==> config.mk <==
export PLATFORM = sky130hd
export DESIGN_NAME = gon_root_collector
export DESIGN_NICKNAME = d
export VERILOG_FILES = /design/src/rtl/gon_pkg.sv /design/src/rtl/gon_out_fifo.sv /design/src/rtl/gon_root_collector.sv
export SDC_FILE = /design/constraint.sdc
export NUM_CORES = 1
export LEC_CHECK = 0
export CORE_MARGIN = 2
export CORE_UTILIZATION = 55
export DETAILED_ROUTE_END_ITERATION = 16
export PLACE_DENSITY_LB_ADDON = 0.08
export SYNTH_ARGS = -nofsm -noshare
export SYNTH_HDL_FRONTEND = slang
export SYNTH_HIERARCHICAL = 1
export SYNTH_SLANG_ARGS = --single-unit
==> constraint.sdc <==
create_clock -name clk -period 17.5 [get_ports clk]
set_clock_uncertainty 0.15 [all_clocks]
set_input_delay 3.5 -clock clk [delete_from_list [all_inputs] [get_ports clk]]
set_output_delay 3.5 -clock clk [all_outputs]
set_load 0.02 [all_outputs]
==> src/rtl/gon_pkg.sv <==
// Shared types and default widths for the GON root collector.
package gon_pkg;

    // Default widths of the row tag, column tag and data value.
    localparam int ROW_LEN_DEF   = 4;
    localparam int ID_LEN_DEF    = 5;
    localparam int VALUE_LEN_DEF = 32;

    // Sequencer states.
    typedef enum logic [1:0] {
        ST_IDLE   = 2'd0,
        ST_DRAIN  = 2'd1,
        ST_FINISH = 2'd2
    } gon_state_e;

    // One buffered result, packed exactly as presented on out_data.
    typedef struct packed {
        logic [ROW_LEN_DEF-1:0]   tag_y;
        logic [ID_LEN_DEF-1:0]    tag_x;
        logic [VALUE_LEN_DEF-1:0] value;
    } gon_entry_t;

endpackage

==> src/rtl/gon_out_fifo.sv <==
// Small synchronous FIFO that buffers tagged results toward the global buffer.
// Push is dropped when full and pop is ignored when empty, so the producer and
// consumer only need to respect the flags for correctness, not for safety.
module gon_out_fifo #(
    parameter int WIDTH = 41,
    parameter int DEPTH = 4
) (
    input  logic             clk,
    input  logic             rst,
    input  logic             push,
    input  logic [WIDTH-1:0] push_data,
    input  logic             pop,
    output logic [WIDTH-1:0] head_data,
    output logic             full,
    output logic             empty
);

    localparam int              AW       = $clog2(DEPTH);
    localparam logic [AW:0]     FULL_CNT = (AW+1)'(DEPTH);
    localparam logic [AW:0]     ZERO_CNT = (AW+1)'(0);
    localparam logic [AW:0]     CNT_ONE  = (AW+1)'(1);
    localparam logic [AW-1:0]   PTR_ONE  = AW'(1);

    logic [WIDTH-1:0] mem_q [DEPTH];
    logic [WIDTH-1:0] mem_d [DEPTH];
    logic [AW-1:0]    wr_ptr_q, wr_ptr_d;
    logic [AW-1:0]    rd_ptr_q, rd_ptr_d;
    logic [AW:0]      count_q, count_d;
    logic             full_s, empty_s;
    logic             push_ok_s, pop_ok_s;

    assign full_s    = (count_q == FULL_CNT);
    assign empty_s   = (count_q == ZERO_CNT);
    assign push_ok_s = push & ~full_s;
    assign pop_ok_s  = pop & ~empty_s;
    assign full      = full_s;
    assign empty     = empty_s;

    // Next-state for storage, pointers and occupancy.
    always_comb begin
        mem_d    = mem_q;
        wr_ptr_d = wr_ptr_q;
        rd_ptr_d = rd_ptr_q;
        count_d  = count_q;
        if (push_ok_s) begin
            mem_d[wr_ptr_q] = push_data;
            wr_ptr_d        = wr_ptr_q + PTR_ONE;
        end else begin
            wr_ptr_d = wr_ptr_q;
        end
        if (pop_ok_s) begin
            rd_ptr_d = rd_ptr_q + PTR_ONE;
        end else begin
            rd_ptr_d = rd_ptr_q;
        end
        case ({push_ok_s, pop_ok_s})
            2'b10:   count_d = count_q + CNT_ONE;
            2'b01:   count_d = count_q - CNT_ONE;
            default: count_d = count_q;
        endcase
    end

    // Head entry; forced to zero when empty so stale data never leaks out.
    always_comb begin
        if (empty_s) begin
            head_data = '0;
        end else begin
            head_data = mem_q[rd_ptr_q];
        end
    end

    // FIFO state registers; reset discards all buffered entries.
    always_ff @(posedge clk or posedge rst) begin
        if (rst) begin
            for (int i = 0; i < DEPTH; i++) begin
                mem_q[i] <= '0;
            end
            wr_ptr_q <= '0;
            rd_ptr_q <= '0;
            count_q  <= '0;
        end else begin
            mem_q    <= mem_d;
            wr_ptr_q <= wr_ptr_d;
            rd_ptr_q <= rd_ptr_d;
            count_q  <= count_d;
        end
    end

endmodule

==> src/rtl/gon_root_collector.sv <==
// Root of the global output network: walks a rectangle of (row, column) tags
// in raster order, collects one OR-reduced value per point and buffers the
// tagged results in an output FIFO. Also flags protocol violations.
module gon_root_collector
    import gon_pkg::*;
#(
    parameter int ROW_LEN    = ROW_LEN_DEF,
    parameter int ID_LEN     = ID_LEN_DEF,
    parameter int VALUE_LEN  = VALUE_LEN_DEF,
    parameter int FIFO_DEPTH = 4
) (
    input  logic                              clk,
    input  logic                              rst,
    input  logic                              start,
    input  logic [ROW_LEN-1:0]                row_first,
    input  logic [ROW_LEN-1:0]                row_last,
    input  logic [ID_LEN-1:0]                 col_first,
    input  logic [ID_LEN-1:0]                 col_last,
    output logic                              busy,
    output logic                              done,
    output logic                              protocol_err,
    output logic [ROW_LEN-1:0]                tag_y,
    output logic [ID_LEN-1:0]                 tag_x,
    output logic                              ready_out,
    input  logic                              enable_in,
    input  logic [VALUE_LEN-1:0]              value_in,
    output logic                              out_valid,
    input  logic                              out_ready,
    output logic [ROW_LEN+ID_LEN+VALUE_LEN-1:0] out_data
);

    localparam int                ENTRY_W = ROW_LEN + ID_LEN + VALUE_LEN;
    localparam logic [ROW_LEN-1:0] ROW_ONE = ROW_LEN'(1);
    localparam logic [ID_LEN-1:0]  COL_ONE = ID_LEN'(1);

    gon_state_e          state_q, state_d;
    logic [ROW_LEN-1:0]  tag_y_q, tag_y_d;
    logic [ID_LEN-1:0]   tag_x_q, tag_x_d;
    logic [ROW_LEN-1:0]  row_first_q, row_first_d;
    logic [ROW_LEN-1:0]  row_last_q, row_last_d;
    logic [ID_LEN-1:0]   col_first_q, col_first_d;
    logic [ID_LEN-1:0]   col_last_q, col_last_d;
    logic                err_q, err_d;
    logic                busy_q, busy_d;
    logic                done_q, done_d;

    logic                range_ok_s;
    logic                start_acc_s;
    logic                fifo_full_s;
    logic                fifo_empty_s;
    logic                ready_s;
    logic                xfer_s;
    logic                pop_s;
    logic                last_pt_s;
    logic                err_base_s;
    logic [ENTRY_W-1:0]  push_entry_s;
    logic [ENTRY_W-1:0]  head_entry_s;

    assign range_ok_s   = (row_first <= row_last) && (col_first <= col_last);
    assign start_acc_s  = start && (state_q == ST_IDLE);
    // The network is only offered a point while there is room to store it.
    assign ready_s      = (state_q == ST_DRAIN) && !fifo_full_s;
    assign xfer_s       = ready_s && enable_in;
    assign pop_s        = !fifo_empty_s && out_ready;
    assign last_pt_s    = (tag_y_q == row_last_q) && (tag_x_q == col_last_q);
    assign push_entry_s = {tag_y_q, tag_x_q, value_in};

    assign busy         = busy_q;
    assign done         = done_q;
    assign protocol_err = err_q;
    assign tag_y        = tag_y_q;
    assign tag_x        = tag_x_q;
    assign ready_out    = ready_s;
    assign out_valid    = !fifo_empty_s;
    assign out_data     = head_entry_s;

    gon_out_fifo #(
        .WIDTH (ENTRY_W),
        .DEPTH (FIFO_DEPTH)
    ) u_fifo (
        .clk       (clk),
        .rst       (rst),
        .push      (xfer_s),
        .push_data (push_entry_s),
        .pop       (pop_s),
        .head_data (head_entry_s),
        .full      (fifo_full_s),
        .empty     (fifo_empty_s)
    );

    // Sequencer: start acceptance, raster tag walk and completion.
    always_comb begin
        state_d     = state_q;
        tag_y_d     = tag_y_q;
        tag_x_d     = tag_x_q;
        row_first_d = row_first_q;
        row_last_d  = row_last_q;
        col_first_d = col_first_q;
        col_last_d  = col_last_q;
        case (state_q)
            ST_IDLE: begin
                if (start && range_ok_s) begin
                    state_d     = ST_DRAIN;
                    tag_y_d     = row_first;
                    tag_x_d     = col_first;
                    row_first_d = row_first;
                    row_last_d  = row_last;
                    col_first_d = col_first;
                    col_last_d  = col_last;
                end else if (start) begin
                    // Empty rectangle: report completion without any transfer.
                    state_d = ST_FINISH;
                end else begin
                    state_d = ST_IDLE;
                end
            end
            ST_DRAIN: begin
                if (xfer_s && last_pt_s) begin
                    // Tags stay on the final point.
                    state_d = ST_FINISH;
                end else if (xfer_s && (tag_x_q == col_last_q)) begin
                    tag_x_d = col_first_q;
                    tag_y_d = tag_y_q + ROW_ONE;
                end else if (xfer_s) begin
                    tag_x_d = tag_x_q + COL_ONE;
                end else begin
                    state_d = ST_DRAIN;
                end
            end
            ST_FINISH: begin
                state_d = ST_IDLE;
            end
            default: begin
                state_d = ST_IDLE;
            end
        endcase
    end

    // Sticky protocol error: cleared by a good start, set by a bad start or
    // by an enable that arrives while the root is not offering a point.
    always_comb begin
        if (start_acc_s) begin
            err_base_s = !range_ok_s;
        end else begin
            err_base_s = err_q;
        end
        if (enable_in && !ready_s) begin
            err_d = 1'b1;
        end else begin
            err_d = err_base_s;
        end
    end

    // Status outputs registered from the next state so they align with it.
    always_comb begin
        busy_d = (state_d != ST_IDLE);
        done_d = (state_d == ST_FINISH);
    end

    // Collector state registers.
    always_ff @(posedge clk or posedge rst) begin
        if (rst) begin
            state_q     <= ST_IDLE;
            tag_y_q     <= '0;
            tag_x_q     <= '0;
            row_first_q <= '0;
            row_last_q  <= '0;
            col_first_q <= '0;
            col_last_q  <= '0;
            err_q       <= 1'b0;
            busy_q      <= 1'b0;
            done_q      <= 1'b0;
        end else begin
            state_q     <= state_d;
            tag_y_q     <= tag_y_d;
            tag_x_q     <= tag_x_d;
            row_first_q <= row_first_d;
            row_last_q  <= row_last_d;
            col_first_q <= col_first_d;
            col_last_q  <= col_last_d;
            err_q       <= err_d;
            busy_q      <= busy_d;
            done_q      <= done_d;
        end
    end

endmodule
# Yosys cells after proc, flatten, opt, wreduce, memory -nomap -nowiden
# Index checks and enable logic that the tools add are counted.
# word_totals
ff_bits	199
elab_cells	93
out_inout_bits	55
input_bits	55
# op_classes
reduce_logical	24
muxes	25
addsub	6
bitwise_logic	6
eq_ne	11
n_lt_le_gt_ge	5
# ops
operator	n
164-bit bitwise mux	1
41-bit 2-to-1 mux	4
41-bit binary-select mux with 2-bit select	1
41-bit demux with 2-bit select	1
5-bit 2-to-1 mux	4
4-bit 2-to-1 mux	3
1-bit logical AND	11
2-bit 2-to-1 mux	5
5-bit case mux with 2 select lines	1
4-bit case mux with 2 select lines	1
4-bit AND reduction	2
2-bit nonzero test	4
3-bit >= comparator, second input constant	2
2-bit NOT with 3-bit output	2
3-bit case mux with 2 select lines	1
5-bit by 1-bit adder with 5-bit output, second input constant	1
5-bit == test	1
5-bit less-or-equal comparator	1
2-bit by 1-bit adder with 2-bit output, second input constant	2
4-bit by 1-bit adder with 4-bit output, second input constant	1
2-bit by 1-bit == test with 1-bit output, second input constant	2
2-bit == test, second input constant	2
4-bit == test	1
4-bit less-or-equal comparator	1
15 further kinds	22

# Logic depth before layout (Yosys ltp)
# Gate-level depths: netlist of the first run.
# logic_depth
ltp_word	9
depth_mapped	11
mapped_depth_nobuf	11

# By module
# Netlist of the first run, hierarchy kept.
# by_module_without_submodules
module	n_inst	cells_each	area_each_um2	seq_area_each_um2
gon_out_fifo	1	482	7818.7	4279.1
gon_root_collector	1	164	1680.4	700.7

# Worst setup path before layout of the first run
# Ideal clock, no wire load.
# synth_path
path_type	input -> register
from	input port col_last[4]
to	register col_last_q[0]
setup_time_ns	0.125
slack_ns	12.166
t_required_ns	17.225
t_arrival_ns	5.059
n_path_buf	1
stages	8
path_cell_list	inv_1 ha_1 nand4_1 or2_1 a22oi_4 nand2_2 buf_6 mux2_4
# synth_via
elab_chain_cells	4
# synth_rtl
element	line_no	source
start: declaration	gon_root_collector.sv:18	input logic [ID_LEN-1:0] col_last,
5-bit less-or-equal comparator	gon_root_collector.sv:59	assign range_ok_s = (row_first <= row_last) && (col_first <= col_last);
1-bit logical AND	gon_root_collector.sv:59	
1-bit logical AND	gon_root_collector.sv:102	if (start && range_ok_s) begin
2-bit AND reduction (no source line)	n/a	
end signal: assignment	gon_root_collector.sv:180	col_last_q <= col_last_d;
end: declaration	gon_root_collector.sv:42	logic [ID_LEN-1:0] col_last_q, col_last_d;
# Every way passes these cells.
# A chain may end at the register's enable or synchronous reset.

# Worst setup path after layout of the first run
# layout_path
from	register u_fifo.rd_ptr_q[0]
to	output port out_data[17]
# layout_via
elab_chain_cells	5
# layout_rtl
element	line_no	source
start: declaration	gon_out_fifo.sv:27	logic [AW-1:0] rd_ptr_q, rd_ptr_d;
start signal: assignment	gon_out_fifo.sv:84	rd_ptr_q <= rd_ptr_d;
2-bit NOT with 3-bit output (implied by the code)	gon_out_fifo.sv:68	head_data = mem_q[rd_ptr_q];
41-bit binary-select mux with 2-bit select	gon_out_fifo.sv:68	
41-bit 2-to-1 mux (implied by the code) (2 in series)	gon_out_fifo.sv:68	
41-bit 2-to-1 mux	gon_out_fifo.sv:65	if (empty_s) begin
end: declaration	gon_root_collector.sv:29	output logic [ROW_LEN+ID_LEN+VALUE_LEN-1:0] out_data
# Every way passes these cells. The select of a mux whose other input is x is not followed.

==> results_dict.tcl, run 1 <==
set metrics [dict create \
    port_buffers 109 \
    grt_usage_pct 22.91 \
    grt_pass1_wl_um 32370 \
    overflow 0 \
    fin_nets 818 \
    ir_drop_mv 0.1137 \
    viasPerCell 5.618 \
    place_hpwl_um 12120 \
    ys_seq_area_share_pct 52.42 \
    cts_setup_buffers 0 \
    place.gp.congestion 0.7507 \
    cts.path.max_buffers 2 \
    vias 5528 \
    cts.sinks 199 \
    busiest_layer "met2" \
    fin_tns_setup_ns 0 \
    cts_hold_buffers 0 \
    first_global_vias 6170 \
    hold_path_class "reg -> reg" \
    setup_viol 0 \
    syn_area_um2 9499 \
    wl_per_cell_um 19.51 \
    clkTransAtPathRegs_ns 0.07 \
    maxSlewViolCount 0 \
    antenna_found_initial 0 \
    critPathRequiredTime_ns 13.85 \
    period_minus_slack_ns 6.451 \
    drive_above_1_share_pct 35.84 \
    ys_ff_latch 199 \
    synth_area_leaders "dfrtp_1 (52%), mux2_2 (21%), mux4_2 (9.7%), nor2b_1 (2.9%), ha_1 (2.1%)" \
    cts_inserted_buffers 17 \
    path_max_fanout 43 \
    path_cells "mux4_2 > nor2b_1 > clkdlybuf4s50_1" \
    root_buffer "clkbuf_16" \
    grt_max_degree 88 \
    hold_violations 0 \
    path_buf_inv 1 \
    finalCritPeriodShare_pct 36.86 \
    die_height_um 135.4 \
    maxSlewHeadroom_pct 23.07 \
    min_from "u_fifo/mem_q[78]" \
    yosys.area.top_type_share_pct 52.42 \
    core_area_um2 17120 \
    grt_use_met3_pct 4.639 \
    cts_resized 0 \
    postPlaceCellArea_um2 10690 \
    seq_area_um2 4985 \
    area_delta_synth_final_pct 18.28 \
    arrival_ns 2.80 \
    drt_iter0_markers 221 \
    synth_warnings 6 \
    first_pass_iters 4 \
    grtUsageMet1_pct 30.58 \
    synth_nets 718 \
    end_kind "output pin" \
    syn-instance-count 646 \
    io-pin-count 110 \
    crit_slowest_cell "dfrtp_4" \
    synth.largest_area_cell "dfrtp_1" \
    final_cell_mix "dfrtp_1 (197), mux2_2 (174), clkdlybuf4s50_1 (109)" \
    finalInstanceArea_um2 11240 \
    pwr_density_cell_nw_per_um2 198.3 \
    grt_setup_unrepaired "false" \
    synth.avg_cell_area_um2 14.70 \
    num_rows 48 \
    r2r-start "u_fifo/count_q[0]" \
    wl_um 19200 \
    num-fill-cells 1286 \
    drtAntennaViolNets 0 \
    start_util_pct 55.50 \
    mostFrequentLayoutCell "dfrtp_1" \
    crit_type "reg -> out" \
    tritoncts "done" \
    grt.met2_usage_pct 39.03 \
    synth_cell_types 42 \
    startpoint "u_fifo/rd_ptr_q[0]" \
    multi_input_area_um2 4203 \
    outcome "completed" \
    htreeDepth 4 \
    cp_top_family "flip-flops" \
    dieArea_um2 18340 \
    tightestPinTransition_ns 1.154 \
    start_kind "register" \
    maxCapViolCount 0 \
    max_freq_mhz 155.0 \
    critPathMaxStageDelay_ns 1.03 \
    die_w_um 135.4 \
    p_leak_nw 4.796 \
    drc_errors 0 \
    diodes 0 \
    clkLatencyLatePin_ns 0.43 \
]
[worst register-to-register path: stages (launching register included)]
cell,delay (ns)
dfrtp_1,0.47
nor3_4,0.49
buf_4,0.52
nor2b_1,0.12
nor2b_1,0.18
ha_1,0.24
inv_1,0.07
fa_1,0.41
mux2i_1,0.16
[path summary, 6_finish.rpt]
kind	end	slack, ns	depth (start not counted)
setup / recovery	out_data[17]	11.05	3
hold / removal	u_fifo/mem_q[78]	0.35	1
setup reg to reg	u_fifo/count_q[1]	14.62	8
hold reg to reg	u_fifo/mem_q[78]	0.35	1
max in group asynchronous	u_fifo/rd_ptr_q[0]	12.05	3
min in group asynchronous	u_fifo/mem_q[162]	3.47	2
[stage by stage]
step                hold WS (ns)  cells  util [%]  setup slack [ns]  power (mW)
detailed placement        0.3402    952     62.45             11.42       1.886
global route              0.3637    984     65.64             10.84       2.372
CTS                       0.3558    984     65.64             10.94       2.255
global placement          0.3330    952     62.45             11.43       1.837
floorplan                 0.3178    646         -             9.218       1.525
finish                    0.3514    984     65.64             11.05       2.228
[Yosys cell counts, drive strengths merged]
| library cell | n |
|---|---|
| nor3b | 3 |
| mux4 | 41 |
| nor2b | 44 |
| nand2 | 25 |
| xor2 | 5 |
| xnor2 | 13 |
| nand2b | 2 |
| buf | 24 |
| nand4 | 3 |
| a2111oi | 1 |
| o21bai | 2 |
| nand4b | 1 |
| a21oi | 5 |
| o221ai | 1 |
| a2bb2oi | 1 |
| mux2i | 6 |
| o21ai | 21 |
| dfrtp | 199 |
| a22oi | 2 |
| fa | 1 |
| nand3 | 8 |
| or2 | 1 |
| ha | 16 |
| clkbuf | 10 |
| nor3 | 3 |
| o211ai | 1 |
| mux2 | 175 |
| a211o | 2 |
| inv | 21 |
| nor2 | 9 |
[layer usage]
metal  wire, µm  share of wire, %  vias up
met2       9807                51      112
li1           -                 -     2509
met1       8538                44     2886
met4        211               1.1        0
met3        637               3.3       21
met5          0                 0        -
[registers in the layout, summed over array words and instances, names as in the netlist]
signal and flops:
u_fifo/mem_q 164, col_first_q 5, col_last_q 5, tag_x 5, row_last_q 4, tag_y 4, u_fifo/count_q 3, state_q 2
u_fifo/rd_ptr_q 2, u_fifo/wr_ptr_q 2, busy 1, done 1, protocol_err 1
[power by group]
| group | total, mW | leakage [nW] | internal [mW] | switching [mW] |
|---|---|---|---|---|
| sequential | 0.873 | 2.46 | 0.680 | 0.194 |
| combinational | 0.990 | 2.08 | 0.590 | 0.400 |
| clock | 0.365 | 0.255 | 0.186 | 0.179 |
[area by class of cell]
cell class / instances / area share, %
Clock buffer: 18 / 3.820
Clock inverter: 14 / 1.047
Inverter: 21 / 0.7461
Multi-Input combinational cell: 392 / 37.41
Sequential cell: 199 / 44.37
Tap cell: 225 / 2.506
Timing Repair Buffer: 115 / 10.11
[cells by family after synthesis]
| family | count (synthesis) | synth area share [%] |
|---|---|---|
| multiplexers | 222 | 31.14 |
| flip-flops | 199 | 52.42 |
| AND/OR/NAND/NOR | 99 | 6.178 |
| buffers and inverters | 55 | 3.714 |
| AO/OA/AOI/OAI | 36 | 2.569 |
| XOR/XNOR | 18 | 1.660 |
| adder cells (fa/ha/maj) | 17 | 2.318 |
Power figures use the tool's default switching activity.
==> inputs of run 2 (changes only) <==
--- a/config.mk
+++ b/config.mk
@@ -6,7 +6,7 @@
 export NUM_CORES = 1
 export LEC_CHECK = 0
 export CORE_MARGIN = 2
-export CORE_UTILIZATION = 55
+export CORE_UTILIZATION = 51
 export DETAILED_ROUTE_END_ITERATION = 16
 export PLACE_DENSITY_LB_ADDON = 0.08
 export SYNTH_ARGS = -nofsm -noshare
==> constraint.sdc (replaced) <==
create_clock -name clk -period 5.18 [get_ports clk]
set_clock_uncertainty 0.15 [all_clocks]
set_input_delay 1.036 -clock clk [delete_from_list [all_inputs] [get_ports clk]]
set_output_delay 1.036 -clock clk [all_outputs]
set_load 0.02 [all_outputs]
==> run 2 against run 1 <==
  * Worst hold slack gained 0.0025 ns
  * Wire length grew 4.2%
  * Final cell count grew 1.2%
  * Global-route usage shrank 1.4 points
  * Total power grew to 3.4 times the previous value
  * Combinational power grew to 3.4 times the previous value
  * Register-to-register slack lost 12 ns
  * Cell area grew 0.90%
  * Clock power grew to 3.5 times the previous value
  * Die area grew 7.6%
  * Critical endpoint unchanged
  * Largest cell class unchanged
==> results_dict.tcl, run 2 (same netlist as run 1, synthesis figures left out) <==
set metrics [dict create \
    drt-met1-wl_um 9048 \
    clkLatencyLatePin_ns 0.43 \
    hold_path_class "reg -> reg" \
    power_mw 7.634 \
    finalCritPeriodShare_pct 76.85 \
    ir_drop_mv 0.2905 \
    final_cell_mix "dfrtp_1 (197), mux2_2 (174), clkdlybuf4s50_1 (109)" \
    cts_resized 0 \
    antenna_found_initial 0 \
    htreeDepth 4 \
    wl_um 20000 \
    num-fill-cells 1407 \
    path_max_fanout 43 \
    viasPerCell 5.589 \
    path_cells "mux4_2 > nor2b_1 > clkdlybuf4s50_1" \
    maxSlewViolCount 0 \
    p_leak_nw 4.843 \
    area_delta_synth_final_pct 19.35 \
    start_util_pct 52.34 \
    dieArea_um2 19730 \
    setup_viol 0 \
    cts.sinks 199 \
    outcome "completed" \
    io-pin-count 110 \
    start_kind "register" \
    period_minus_slack_ns 3.981 \
    overflow 0 \
    grt_usage_pct 21.49 \
    grt_pass1_wl_um 32640 \
    tritoncts "done" \
    maxSlewHeadroom_pct 26.39 \
    die_w_um 140.5 \
    p_comb_share_pct 44.7 \
    cts_inserted_buffers 17 \
    arrival_ns 2.79 \
    clkTransAtPathRegs_ns 0.07 \
    fin_tns_setup_ns 0 \
    place.gp.congestion 0.7759 \
    fin_nets 826 \
    dp_worst_setup_slack_ns 1.586 \
    drc_errors 0 \
    holdWs_ns 0.3539 \
    tightestPinTransition_ns 1.103 \
    drt_iter0_markers 183 \
    grt_max_degree 46 \
    p_switching_mw 2.657 \
    hold_violations 0 \
    cts_setup_buffers 0 \
    port_buffers 109 \
    dr_wl_met2_um 10150 \
    root_buffer "clkbuf_16" \
    top_register "u_fifo/mem_q" \
    wl_per_cell_um 20.08 \
    crit_type "reg -> out" \
    max_freq_mhz 251.2 \
    crit_slowest_cell "dfrtp_4" \
    vias 5567 \
    pwr_density_cell_nw_per_um2 673.3 \
    end_kind "output pin" \
    diodes 0 \
    largest_reg_flops 164 \
    wl_met3_um 630 \
    route.top_layer_used "met4" \
    core_area_um2 18150 \
    grt_setup_unrepaired "false" \
    pwr-share-clk_pct 16.8 \
    swShare_pct 34.80 \
    place_hpwl_um 13250 \
    critPathRequiredTime_ns 3.99 \
    r2r_cells 8 \
    cts_hold_buffers 0 \
    first_pass_iters 4 \
    mostFrequentLayoutCell "dfrtp_1" \
    drive_above_1_share_pct 36.64 \
    die_height_um 140.5 \
    first_global_vias 6122 \
    setup_slack_ns 1.199 \
    drtAntennaViolNets 0 \
    seqPwrFrac_pct 38.5 \
    maxCapViolCount 0 \
    whs_path_depth 1 \
    p_int_mw 4.977 \
    cts.path.max_buffers 2 \
    critPathMaxStageDelay_ns 1.04 \
    num_rows 49 \
]
-- run 2: cell types whose count changed in the layout (fill, tap and decap cells not counted), sizes merged --
cell	delta
inv	-2
buf	+8
clkbuf	-1
clkinvlp	+3
bufinv	+1
clkinv	-1
-- run 2: routing by layer --
metal	up-vias	global-route usage [%]
li1	2531	-
met1	2934	28.68
met2	90	36.66
met3	12	4.274
met4	0	5.263
met5	-	0
-- run 2: final cells by class --
type | instances | area, µm² | area share, %
Timing Repair Buffer | 123 | 1209 | 10.66
Tap cell | 229 | 286.5 | 2.527
Inverter | 21 | 82.58 | 0.7284
Sequential cell | 199 | 4985 | 43.97
Clock buffer | 17 | 425.4 | 3.752
Clock inverter | 15 | 146.4 | 1.291
Multi-Input combinational cell | 392 | 4203 | 37.07
-- run 2: worst max-delay path: cells and delay by family (launching register included) --
kind / cells / cell delay (ns)
flip-flops: 1 / 1.04
multiplexers: 1 / 0.60
AND/OR/NAND/NOR: 1 / 0.16
buffers and inverters: 1 / 0.55
-- run 2: path summary, 6_finish.rpt --
kind                               startpoint                end  slack, ns
hold / removal               u_fifo/mem_q[70]   u_fifo/mem_q[70]       0.35
setup / recovery           u_fifo/rd_ptr_q[0]       out_data[17]       1.20
min in group asynchronous                 rst   u_fifo/mem_q[33]       1.03
max in group asynchronous                 rst   u_fifo/mem_q[22]       2.85
setup reg to reg            u_fifo/count_q[2]  u_fifo/mem_q[115]       2.30
hold reg to reg              u_fifo/mem_q[70]   u_fifo/mem_q[70]       0.35
-- run 2: power groups by stage --
stage / Sequential, mW / Clock [mW] / Combinational (mW)
detailed placement: 2.97 / 0 / 3.44
global route: 3.04 / 1.38 / 3.66
finish: 2.94 / 1.28 / 3.41
floorplan: 2.68 / 0 / 2.47
CTS: 2.94 / 1.31 / 3.46
global placement: 2.89 / 0 / 3.36
-- run 2: per-stage QoR --
step	instances	area, µm²	util (%)
finish	996	11340	62.47
global route	996	11340	62.47
global placement	964	10770	59.32
detailed placement	964	10770	59.32
CTS	996	11340	62.47
floorplan	646	9503	-
